===== src/rtl/cannon_sequencer.sv =====
// rtl/cannon_sequencer.sv - Cannon-style matrix-multiply control FSM (read/mul/sum/shift enables).
// Optional abort input guarded by CANNON_SEQ_ABORT_EN.
module cannon_sequencer #(
  parameter int SQRT_P  = 2,
  parameter int MUL_LAT = 1,
  parameter int STEP_W  = 4,
  parameter int LAT_W   = 4
) (
  input  logic              clk,
  input  logic              rst,
  input  logic              start,
`ifdef CANNON_SEQ_ABORT_EN
  input  logic              abort,
`endif
  output logic              busy,
  output logic              done,
  output logic              clear_acc,
  output logic              enable_read,
  output logic              enable_mul,
  output logic              enable_sum,
  output logic              enable_shift,
  output logic [STEP_W-1:0] step_idx
);

  typedef enum logic [2:0] {
    IDLE  = 3'd0,
    LOAD  = 3'd1,
    MUL   = 3'd2,
    SUM   = 3'd3,
    SHIFT = 3'd4,
    DONE  = 3'd5
  } state_t;

  localparam logic [STEP_W-1:0] LAST_STEP = STEP_W'(SQRT_P - 1);
  localparam logic [LAT_W-1:0]  LAST_LAT  = LAT_W'(MUL_LAT - 1);

  state_t           state;
  logic [LAT_W-1:0] lat_cnt;
  logic             launch;

`ifdef CANNON_SEQ_ABORT_EN
  assign launch = start & ~abort;
`else
  assign launch = start;
`endif

  // Outputs are set alongside the state they belong to, so they stay registered Moore outputs.
  always_ff @(posedge clk or posedge rst) begin
    if (rst) begin
      state        <= IDLE;
      lat_cnt      <= '0;
      step_idx     <= '0;
      busy         <= 1'b0;
      done         <= 1'b0;
      clear_acc    <= 1'b0;
      enable_read  <= 1'b0;
      enable_mul   <= 1'b0;
      enable_sum   <= 1'b0;
      enable_shift <= 1'b0;
    end else begin
      busy         <= 1'b1;
      done         <= 1'b0;
      clear_acc    <= 1'b0;
      enable_read  <= 1'b0;
      enable_mul   <= 1'b0;
      enable_sum   <= 1'b0;
      enable_shift <= 1'b0;
`ifdef CANNON_SEQ_ABORT_EN
      if (abort && state != IDLE) begin
        state    <= IDLE;
        busy     <= 1'b0;
        step_idx <= '0;
        lat_cnt  <= '0;
      end else
`endif
      begin
        case (state)
          IDLE: begin
            step_idx <= '0;
            lat_cnt  <= '0;
            if (launch) begin
              state       <= LOAD;
              enable_read <= 1'b1;
              clear_acc   <= 1'b1;
            end else begin
              busy <= 1'b0;
            end
          end
          LOAD: begin
            state      <= MUL;
            lat_cnt    <= '0;
            enable_mul <= 1'b1;
          end
          MUL: begin
            if (lat_cnt == LAST_LAT) begin
              state      <= SUM;
              enable_sum <= 1'b1;
            end else begin
              lat_cnt    <= lat_cnt + LAT_W'(1);
              enable_mul <= 1'b1;
            end
          end
          SUM: begin
            if (step_idx == LAST_STEP) begin
              state <= DONE;
              done  <= 1'b1;
            end else begin
              state        <= SHIFT;
              enable_shift <= 1'b1;
            end
          end
          SHIFT: begin
            state      <= MUL;
            step_idx   <= step_idx + STEP_W'(1);
            lat_cnt    <= '0;
            enable_mul <= 1'b1;
          end
          DONE: begin
            state    <= IDLE;
            busy     <= 1'b0;
            step_idx <= '0;
          end
          default: begin
            state    <= IDLE;
            busy     <= 1'b0;
            step_idx <= '0;
            lat_cnt  <= '0;
          end
        endcase
      end
    end
  end

endmodule


===== config.mk =====
export PLATFORM = sky130hd
export DESIGN_NAME = cannon_sequencer
export DESIGN_NICKNAME = d
export VERILOG_FILES = /design/src/rtl/cannon_sequencer.sv
export SDC_FILE = /design/constraint.sdc
export NUM_CORES = 1
export LEC_CHECK = 0
export BUFFER_PORTS_ARGS = -buffer_cell sky130_fd_sc_hd__clkbuf_2
export CELL_PAD_IN_SITES_DETAIL_PLACEMENT = 1
export CELL_PAD_IN_SITES_GLOBAL_PLACEMENT = 1
export CORE_MARGIN = 2
export CORE_UTILIZATION = 40
export CTS_CLUSTER_SIZE = 16
export DETAILED_ROUTE_END_ITERATION = 7
export GPL_ROUTABILITY_DRIVEN = 0
export PLACE_DENSITY_LB_ADDON = 0.12
export SLEW_MARGIN = 20
export SYNTH_ARGS = -nofsm -noshare
export SYNTH_HDL_FRONTEND = slang
export SYNTH_SLANG_ARGS = --single-unit

===== constraint.sdc =====
create_clock -name clk -period 1.9 [get_ports clk]
set_input_delay 0.095 -clock clk [delete_from_list [all_inputs] [get_ports clk]]
set_output_delay 0.095 -clock clk [all_outputs]
set_load 0.01 [all_outputs]

==> results.toml <==
[place]
port-buffer-count = 13
dp.final_hpwl_mm = 1.21
placed_cells = 121

[die]
die_x_microns = 50.1
placement_rows = 16
die_h_microns = 50.1
core_region_area_sq_um = 1980
die_area_sq_um = 2510
design.portCount = 14
floorplan.initialDensity_pct = 42.9

[detailed_routing]
drt_iter0_drc = 5
drt-vias-per-instance = 5.10
dr_total_vias = 643
detail_route.first_pass.iterations = 4
route.detailed.drc = 0
antenna_violating_nets_post_route = 0
drt_wl_total_mm = 1.65
detail_route.wl_per_cell_microns = 13.1

[global_routing]
grt_first_pass_wirelength_mm = 3.02
grt_pass1_vias = 624
grt_start_max_net_pins = 18
groute.usage.overall_pct = 15.7
grt_antenna_before_repair = 0
overflow = 0

[final_layout]
layout_common_cells = "sky130_fd_sc_hd__dfrtp_1 (17), sky130_fd_sc_hd__clkbuf_2 (13), sky130_fd_sc_hd__nand2_1 (10), sky130_fd_sc_hd__inv_1 (5), sky130_fd_sc_hd__o22ai_1 (5)"
n_antenna_cell = 0
design.final.nets = 107
share_of_layout_cells_above_drive_strength_1_pct = 22.2
syn_to_final_growth_pct = 14.3
final-instance-count-excl-fill = 126
layout_commonest_cell = "sky130_fd_sc_hd__dfrtp_1"
fillers = 231

[critical_path]
worstPathRequired_ps = 2140
timing.critical_path.to_type = "flop"
worst-path-max-fanout = 6
crit_path_class = "flop to flop"
worst_setup_path_start_kind = "flop"
r2r_setup_slk_ps = 370
worst-endpoint-arrival_ps = 1770

[clock_tree]
cts_tree = "yes"
clockRootBuffer = "sky130_fd_sc_hd__clkbuf_4"
clkSlewWorstSetupHoldPaths_ps = 110
tritoncts_num_sinks = 17
worst_skew_pair.late_latency_ps = 290
clockBufferDepth = 2
post_cts_resized = 0
cts_htree_levels = 1
numCtsBuffers = 3

[power_and_ir_drop]
ir_drop_mv = 0.668
p_seq_share_pct = 46.3
switching_share_pct = 39.4
p_comb_share_pct = 37.3
switching_power_of_the_nets_mw = 0.478
p_leak_nw = 0.473
internal-power_mw = 0.735
clockPowerShare_pct = 16.5
post-layout-total-power_mw = 1.21
power_density_nw_per_um2 = 1250

[hold_path]
hp-class = "input pin to flop"

[timing]
setup_viol_count_final = 0
report.final.slew_viol_count = 0
max_freq_ghz = 0.655
min_period_over_period_pct = 80.4
unrepaired_setup_endpoints_after_global_routing = "false"
fin_setup_tns_ps = 0
final.min_clock_period_ps = 1530
max_slew_margin_pct = 55.8
transition_at_the_pin_with_the_smallest_max_transition_slack_ps = 662
report.final.hold_viol_count = 0
fin_worst_skew_ps = 4.89

[logic_synthesis]
ys_ff_latch = 17
postSynthNetCount = 91
syn_inst = 84
ys_seq_area_share_pct = 50.1
syn_area_sq_um = 850
ys_dominant_reg_cell = "sky130_fd_sc_hd__dfrtp_1"
yosys_warnings = 0
syn_avg_cell_area_sq_um = 10.1
post_synthesis_async_set_or_reset_flop_share_pct = 100
synth_cell_type_count = 32
synth_edf_count = 0

[run]
drv.max_cap_violation_count = 0

[outcome]
run_status = "complete, no violations"
layer usage:
layer  global-route usage, %  up-vias  part of all wire, %
met1                    23.3      311                   51
met2                    24.1       12                   45
met5                       0        -                    0
met3                    2.73        0                  4.1
li1                        -      320                    -
met4                    2.78        0                    0
cell usage after synthesis, types with 2 or more instances:
master                      n  share of area (%)
sky130_fd_sc_hd__dfrtp_1   17                 50
sky130_fd_sc_hd__nand2_1   10                4.4
sky130_fd_sc_hd__inv_1      5                2.2
sky130_fd_sc_hd__o22ai_1    5                3.7
sky130_fd_sc_hd__ha_1       4                5.9
sky130_fd_sc_hd__a21oi_1    3                1.8
sky130_fd_sc_hd__buf_2      3                1.8
sky130_fd_sc_hd__nand2b_1   3                2.2
sky130_fd_sc_hd__nand3_1    3                1.8
sky130_fd_sc_hd__nor3b_1    3                2.7
sky130_fd_sc_hd__o211ai_1   3                2.7
sky130_fd_sc_hd__nor2_1     2               0.88
sky130_fd_sc_hd__nor2b_1    2                1.5
sky130_fd_sc_hd__nor3_1     2                1.2
sky130_fd_sc_hd__or4_1      2                1.8
metrics by stage:
stage | instance area (sq um) | hold WS [ps] | setup WS, ps | utilization, %
final | 971 | 69.5 | 373 | 49.0
after global routing | 971 | 62.9 | 241 | 49.0
after CTS | 971 | 66.9 | 391 | 49.0
after global placement | 933 | 194 | 461 | 47.1
after floorplan | 850 | 21.1 | 530 | -
after detailed placement | 933 | 209 | 409 | 47.1
timing repair:
| action | 4_1_cts | 5_1_grt |
|---|---|---|
| buffers inserted | 0 | 0 |
| hold buffers | 1 | 0 |
| endpoints found under the hold margin | 17 | 0 |
registers in the layout (all words and copies together), names as in the netlist:
name          flops
enable_mul        1
busy              1
enable_sum        1
done              1
lat_cnt           4
enable_read       1
step_idx          4
state             3
enable_shift      1
power groups by stage:
stage	Sequential (mW)	Clock (mW)	Combinational, mW
6_report	0.562	0.200	0.452
5_1_grt	0.586	0.218	0.521
4_1_cts	0.563	0.206	0.459
3_5_place_dp	0.569	0	0.455
3_3_place_gp	0.567	0	0.447
2_1_floorplan	0.554	0	0.336
area by class of cell:
class                      count  area [sq um]  share of cell area (%)
clock buffer                   3          22.5                    2.32
clock inverter                 1          5.00                   0.515
inverter                       5          18.8                    1.93
multi-input combinational     58           383                    39.4
sequential                    17           425                    43.8
tap                           27          33.8                    3.48
timing repair buffer          15          82.6                    8.51
worst max-delay path, cell delays in order (launching register included):
cell	delay, ps
sky130_fd_sc_hd__dfrtp_1	450
sky130_fd_sc_hd__inv_1	80
sky130_fd_sc_hd__ha_1	150
sky130_fd_sc_hd__nor3b_1	450
sky130_fd_sc_hd__mux2_2	250
sky130_fd_sc_hd__a21o_1	110
cell families (layout without fill, tap and decap cells):
logic type                 after synthesis  count (layout)  synth area share (%)
xor gates and xnor gates                 2               2                  2.06
and+or+nand+nor                         37              37                  25.2
buffers and inverters                    9              24                  4.86
muxes                                    1               1                  1.33
AOI/OAI and AO/OA                       14              14                  10.6
adders and majority gates                4               4                  5.89
DFF                                     17              17                  50.1
path summary, 6_finish.rpt:
check / cells after the start / startpoint / to
setup / recovery: 5 / lat_cnt[0] / state[0]
hold / removal: 2 / start / enable_read
setup reg to reg: 5 / lat_cnt[0] / state[0]
hold reg to reg: 2 / lat_cnt[3] / lat_cnt[3]
max in group asynchronous: 3 / rst / enable_sum
min in group asynchronous: 3 / rst / enable_shift
No activity file was read; power rests on OpenSTA's default activity.
